--- config.mk ---
export PLATFORM = sky130hd
export DESIGN_NAME = tx_link_fault_resp
export DESIGN_NICKNAME = d
export VERILOG_FILES = /design/src/rtl/tx_link_fault_resp_pkg.sv /design/src/rtl/tx_link_fault_resp_hold_timer.sv /design/src/rtl/tx_link_fault_resp.sv
export SDC_FILE = /design/constraint.sdc
export NUM_CORES = 1
export LEC_CHECK = 0
export BUFFER_PORTS_ARGS = -buffer_cell sky130_fd_sc_hd__buf_2
export CAP_MARGIN = 25
export CELL_PAD_IN_SITES_DETAIL_PLACEMENT = 1
export CELL_PAD_IN_SITES_GLOBAL_PLACEMENT = 2
export CORE_MARGIN = 3
export CORE_UTILIZATION = 27
export CTS_BUF_LIST = sky130_fd_sc_hd__clkbuf_4 sky130_fd_sc_hd__clkbuf_8
export DETAILED_ROUTE_END_ITERATION = 10
export PLACE_DENSITY_LB_ADDON = 0.1
export SYNTH_ARGS = -nofsm -noshare
export SYNTH_HDL_FRONTEND = slang
export SYNTH_HIERARCHICAL = 1
export SYNTH_SLANG_ARGS = --single-unit
export TNS_END_PERCENT = 100
--- constraint.sdc ---
create_clock -name txclk_2x -period 2.6 [get_ports txclk_2x]
set_input_delay 0.78 -clock txclk_2x [delete_from_list [all_inputs] [get_ports txclk_2x]]
set_output_delay 0.78 -clock txclk_2x [all_outputs]
set_load 0.005 [all_outputs]
--- src/rtl/tx_link_fault_resp_pkg.sv ---
// Shared XGMII character and fault-code constants and the link fault state encoding
// for the transmit-side link fault responder.
package tx_link_fault_resp_pkg;

    localparam logic [7:0] XGMII_IDLE  = 8'h07;
    localparam logic [7:0] XGMII_START = 8'hFB;
    localparam logic [7:0] XGMII_TERM  = 8'hFD;
    localparam logic [7:0] XGMII_SEQ   = 8'h9C;

    localparam logic [1:0] LOCAL_FAULT  = 2'b10;
    localparam logic [1:0] REMOTE_FAULT = 2'b01;

    typedef enum logic [1:0] {
        ST_OK     = 2'b00,
        ST_REMOTE = 2'b01,
        ST_LOCAL  = 2'b10
    } fault_state_e;

    // One 32-bit column of the Remote Fault ordered set, lane 0 in the low byte.
    function automatic logic [31:0] remote_fault_column();
        return {8'h02, 8'h00, 8'h00, XGMII_SEQ};
    endfunction

endpackage

--- src/rtl/tx_link_fault_resp_hold_timer.sv ---
// link_fault_hold_timer: fault hold counter with reload on a pulse and an expiry flag
// raised on the cycle the count reaches zero.
module link_fault_hold_timer #(
    parameter int HOLD_CYCLES = 128
) (
    input  logic clk_i,
    input  logic rst_ni,
    input  logic load_i,
    output logic expire_o
);

    localparam int CW = (HOLD_CYCLES > 1) ? $clog2(HOLD_CYCLES) : 1;

    logic [CW-1:0] cnt_q, cnt_d;

    always_comb begin
        cnt_d = cnt_q;
        if (load_i) begin
            cnt_d = CW'(HOLD_CYCLES - 1);
        end else if (cnt_q != '0) begin
            cnt_d = cnt_q - CW'(1);
        end
    end

    // A reload in the same cycle always wins over expiry.
    assign expire_o = !load_i && (cnt_q <= CW'(1));

    always_ff @(posedge clk_i) begin
        if (!rst_ni) begin
            cnt_q <= '0;
        end else begin
            cnt_q <= cnt_d;
        end
    end

endmodule

--- src/rtl/tx_link_fault_resp.sv ---
// Transmit link fault responder: replaces MAC traffic with Remote Fault or Idle while a
// fault is held, switching only between frames. Optional stats via TX_LINK_FAULT_STATS_EN.
module tx_link_fault_resp
    import tx_link_fault_resp_pkg::*;
#(
    parameter int HOLD_CYCLES = 128,
    parameter int DW          = 64
) (
    input  logic            txclk_2x,
    input  logic            reset_n,
    input  logic [1:0]      link_fault,
    input  logic [DW-1:0]   mac_txd,
    input  logic [DW/8-1:0] mac_txc,
    output logic [DW-1:0]   txd,
    output logic [DW/8-1:0] txc,
    output logic            tx_enable,
    output logic [1:0]      fault_state
`ifdef TX_LINK_FAULT_STATS_EN
    ,
    output logic [15:0]     local_cnt,
    output logic [15:0]     remote_cnt
`endif
);

    localparam int NL = DW / 8;
    localparam int HL = NL / 2;

    fault_state_e    state_q, state_d, pend_q, pend_d;
    logic            in_frame_q, in_frame_d;
    logic [DW-1:0]   txd_q, txd_d;
    logic [NL-1:0]   txc_q, txc_d;
    logic            tx_enable_q;
    logic            start_lo, start_hi, has_term;
    logic            pulse_local, pulse_remote, load, expire;

    always_comb begin
        has_term = 1'b0;
        for (int i = 0; i < NL; i++) begin
            if (mac_txc[i] && mac_txd[8*i +: 8] == XGMII_TERM) has_term = 1'b1;
        end
        start_lo = mac_txc[0]  && (mac_txd[7:0] == XGMII_START);
        start_hi = mac_txc[HL] && (mac_txd[8*HL +: 8] == XGMII_START);
    end

    // A Start in the upper column follows any Terminate in the lower one.
    always_comb begin
        in_frame_d = in_frame_q;
        if (start_hi)      in_frame_d = 1'b1;
        else if (has_term) in_frame_d = 1'b0;
        else if (start_lo) in_frame_d = 1'b1;
    end

    assign pulse_local  = link_fault[1];
    assign pulse_remote = (link_fault == REMOTE_FAULT);
    assign load         = pulse_local || (pulse_remote && pend_q != ST_LOCAL);

    link_fault_hold_timer #(
        .HOLD_CYCLES(HOLD_CYCLES)
    ) u_hold (
        .clk_i   (txclk_2x),
        .rst_ni  (reset_n),
        .load_i  (load),
        .expire_o(expire)
    );

    always_comb begin
        pend_d = pend_q;
        if (pulse_local)       pend_d = ST_LOCAL;
        else if (load)         pend_d = ST_REMOTE;
        else if (expire)       pend_d = ST_OK;
    end

    // State changes only between frames, so a frame is never cut or half-forwarded.
    assign state_d = (!in_frame_q && !start_lo && !start_hi) ? pend_q : state_q;

    always_comb begin
        txd_d = {NL{XGMII_IDLE}};
        txc_d = '1;
        case (state_d)
            ST_OK: begin
                txd_d = mac_txd;
                txc_d = mac_txc;
            end
            ST_LOCAL: begin
                txd_d = {(DW/32){remote_fault_column()}};
                txc_d = {(DW/32){4'b0001}};
            end
            default: ;
        endcase
    end

    always_ff @(posedge txclk_2x) begin
        if (!reset_n) begin
            state_q     <= ST_OK;
            pend_q      <= ST_OK;
            in_frame_q  <= 1'b0;
            txd_q       <= {NL{XGMII_IDLE}};
            txc_q       <= '1;
            tx_enable_q <= 1'b0;
        end else begin
            state_q     <= state_d;
            pend_q      <= pend_d;
            in_frame_q  <= in_frame_d;
            txd_q       <= txd_d;
            txc_q       <= txc_d;
            tx_enable_q <= (state_q == ST_OK) && (pend_q == ST_OK);
        end
    end

    assign txd         = txd_q;
    assign txc         = txc_q;
    assign tx_enable   = tx_enable_q;
    assign fault_state = state_q;

`ifdef TX_LINK_FAULT_STATS_EN
    logic [15:0] local_cnt_q, remote_cnt_q;

    always_ff @(posedge txclk_2x) begin
        if (!reset_n) begin
            local_cnt_q  <= '0;
            remote_cnt_q <= '0;
        end else begin
            if (state_d == ST_LOCAL && state_q != ST_LOCAL && local_cnt_q != 16'hFFFF)
                local_cnt_q <= local_cnt_q + 16'd1;
            if (state_d == ST_REMOTE && state_q != ST_REMOTE && remote_cnt_q != 16'hFFFF)
                remote_cnt_q <= remote_cnt_q + 16'd1;
        end
    end

    assign local_cnt  = local_cnt_q;
    assign remote_cnt = remote_cnt_q;
`endif

endmodule

==> summary.txt <==
Run status
  • Run status: completed

Pwr
  • Internal power: 2.11 mW
  • Sw Ratio: 25.6%
  • Tot Pwr: 2.83 mW
  • Power Density: 636 nW/um2
  • Peak VDD IR: 196 uV
  • Clk pwr share: 35.0%
  • Net Switching: 0.724 mW
  • Logic gate share of total power: 14.3%
  • Seq pwr share: 50.7%
  • Leak Pwr: 2.07 nW

Drt
  • Drc violations: 0
  • Vias: 3,128
  • Vias per cell: 4.87
  • 1st-iter DRT viols: 206
  • First-pass DRT Iterations: 4
  • Post-DRT Antenna Nets: 0
  • WL/cell: 17.9 um
  • Post-Route WL: 11,500 um

Clock tree
  • Post-CTS Hold Buffers: 0
  • Worst skew pair latency: 360 ps
  • Post-CTS sizing: 0
  • CTS Buf Count: 9
  • Sink Count: 85
  • Max clock buf depth: 2
  • TritonCTS clock tree: built
  • Setup Buffers After CTS: 0
  • Worst-path clk slew: 80 ps
  • Root buf cell: clkbuf_8
  • CTS H-tree lvls: 3

GRT
  • GRT Total Usage: 17.1%
  • Met1 Usage GRT: 23.3%
  • Vias in the first global route: 3,122
  • Maximum number of pins on one net before global-route repair: 41
  • Initial antenna violation count: 0
  • Grt peak-use layer: met2
  • Grt met2 use: 26.4%
  • Met3 Track Usage GR: 4.23%
  • Remaining global-route overflow: 0
  • First-pass GRT wire length: 17,200 um

STA
  • Final setup fails: 0
  • Final worst-path cycle share: 85.9%
  • Setup slack after layout: 368 ps
  • Rel. slew slack: 48.4%
  • Clk_skew: 5.30 ps
  • Slew Limit Fails: 0
  • Final min period: 2230 ps
  • Final Hold Viols: 0
  • Peak Freq: 448 MHz
  • Worst-Margin Slew: 771 ps
  • RSZ-0062 raised after global routing: no

Floorplan
  • I/O Pins: 151
  • Core area: 11,600 um2
  • Initial core utilization: 28.0%
  • Row count: 39
  • Chip width: 116 um
  • Die Ht: 116 um
  • Die area: 13,400 um2

Place
  • RD Place Congestion: 0.793
  • Setup WS pre-CTS: -28.9 ps
  • PortBufs: 150
  • Post-DP HPWL: 8570 um

Job
  • Max-cap violations: 0

Yosys
  • Post-synth EDFFs: 0
  • Post-synth cell types: 45
  • Seq/Total Area, Yosys: 52.5%
  • Syn Inst Count: 346
  • Ys async rst share: 0%
  • Synth Flop Type: dfxtp_1
  • Synth warnings: 6
  • Synth Register Bits: 85
  • Synthesized area: 3240 um2
  • Syn_nets: 425
  • Syn Area/Cell: 9.37 um2

Worst hold path
  • HP Start: pend_q[1]
  • Hold path depth: 1
  • Hold/Removal Path Class: register to register
  • Worst hold path endpoint: tx_enable

Worst setup path
  • CP Max Fanout: 25
  • Cell family with most CP delay: simple AND/OR/NAND/NOR gates
  • Worst path slowest cell: or4_1
  • R2R setup slack: 900 ps
  • Slowest Stage Delay on Critical Path: 640 ps
  • Worst Path Arrival: 2500 ps
  • Worst Path Required: 2860 ps
  • Crit start category: input port
  • Setup CP Type: input port to register
  • R2R depth: 6
  • Worst setup EP type: register
  • Cell Chain, Critical Path: buf_2 -> nand4_1 -> or4_1 -> and3_4 -> buf_4 -> o32ai_1
  • CP bufs+invs: 2
  • Reg-to-Reg End: txd[51]
  • Worst r2r src: in_frame_q

Layout
  • Synthesis-to-layout area growth: 37.3%
  • Share of cells above drive strength 1: 38.5%
  • # fillers: 1,374
  • Final nets: 574
  • Antenna diodes: 0
-- metrics by stage --
stage               hold WS, ps  utilization (%)  cell area [um2]  setup TNS [ps]  instances
global route                594             38.5             4450               0        642
global placement            552             36.7             4250               0        627
CTS                         561             38.5             4450               0        642
finish                      561             38.5             4450               0        642
floorplan                   469                -             3240               0        346
detailed placement          543             36.7             4250           -46.4        627
-- layout by cell type (no fill, tap or decap), types with 2 or more instances in the layout --
| cell type | count |
|---|---|
| clkbuf_4 | 3 |
| or4_1 | 6 |
| o21ai_0 | 3 |
| inv_1 | 36 |
| nor4_1 | 4 |
| nand3_1 | 7 |
| a21oi_1 | 40 |
| nand2_1 | 42 |
| buf_2 | 150 |
| or3_1 | 2 |
| nand2b_1 | 3 |
| a211o_1 | 9 |
| nor2_1 | 5 |
| a211oi_1 | 3 |
| o32a_1 | 6 |
| ha_1 | 3 |
| o32ai_1 | 27 |
| buf_12 | 5 |
| nor4_2 | 2 |
| clkbuf_8 | 11 |
| nand4_1 | 9 |
| nor3_1 | 3 |
| dfxtp_1 | 85 |
| buf_4 | 12 |
-- layer usage --
layer / share of wire, % / vias up / routed length, um
met1: 46 / 1472 / 5320
met4: 1.2 / 0 / 136
met2: 46 / 101 / 5290
met5: 0 / - / 0
li1: - / 1545 / -
met3: 6.6 / 10 / 762
-- flip-flops by register name (all words and copies together) (netlist names) --
| signal | cells |
|---|---|
| txd | 64 |
| pend_q | 2 |
| tx_enable | 1 |
| in_frame_q | 1 |
| txc | 8 |
| u_hold/cnt_q | 7 |
| fault_state | 2 |
-- cell usage after synthesis (2+ instances only) --
master,count,area share (%)
inv_1,36,4.2
nor3_1,3,0.46
o32a_1,6,1.9
dfxtp_1,85,52
nor2_1,5,0.58
buf_6,4,1.4
o21ai_0,3,0.46
nand4_1,9,1.7
nand2_1,42,4.9
o32ai_1,27,7.3
a211oi_1,3,0.69
ha_1,3,1.2
clkbuf_1,15,1.7
a21oi_1,40,6.2
nand2b_1,3,0.58
or4_1,6,1.4
nand3_1,7,1.1
or3_1,2,0.39
buf_2,9,1.4
nor4_1,5,0.96
a211o_1,9,2.4
-- worst reg2reg max path, stage by stage (launching register included) --
cell	delay [ps]
dfxtp_1	300
inv_1	80
o41ai_1	70
buf_4	160
o21ai_4	600
buf_4	300
a21oi_1	90
-- final cells by class --
type	instances	area, um2	share of cell area (%)
clock inverter	1	30.0	0.675
clock buffer	14	174	3.91
sequential	85	1700	38.2
tap	143	179	4.02
inverter	36	135	3.04
timing repair buffer	167	941	21.1
multi-input combinational	196	1290	29.0
-- worst max path at each step --
stage / startpoint / slack (ps) / endpoint / cells past startpoint
finish: mac_txc[4] / 370 / txd[26] / 6
global route: mac_txc[4] / 250 / txc[1] / 6
CTS: mac_txc[4] / 370 / txd[26] / 6
detailed placement: mac_txc[4] / -30 / txd[26] / 6
global placement: mac_txc[4] / 90 / txd[56] / 6
floorplan: mac_txc[4] / 260 / txd[3] / 7
-- cell families after synthesis --
family          count (synthesis)  share of synthesized area [%]
fa+ha+maj                       3                           1.16
simple gates                   92                           15.3
flops                          85                           52.5
buf+inv                        65                           8.80
compound gates                101                           22.3
-- power groups by stage --
stage	Sequential (mW)	Clock, mW	Combinational [mW]
after floorplan	1.47	0	0.173
after global placement	1.47	0	0.404
after detailed placement	1.47	0	0.408
after CTS	1.44	1.04	0.410
after global routing	1.45	1.09	0.452
final	1.44	0.991	0.404
Power figures use the tool's default switching activity.
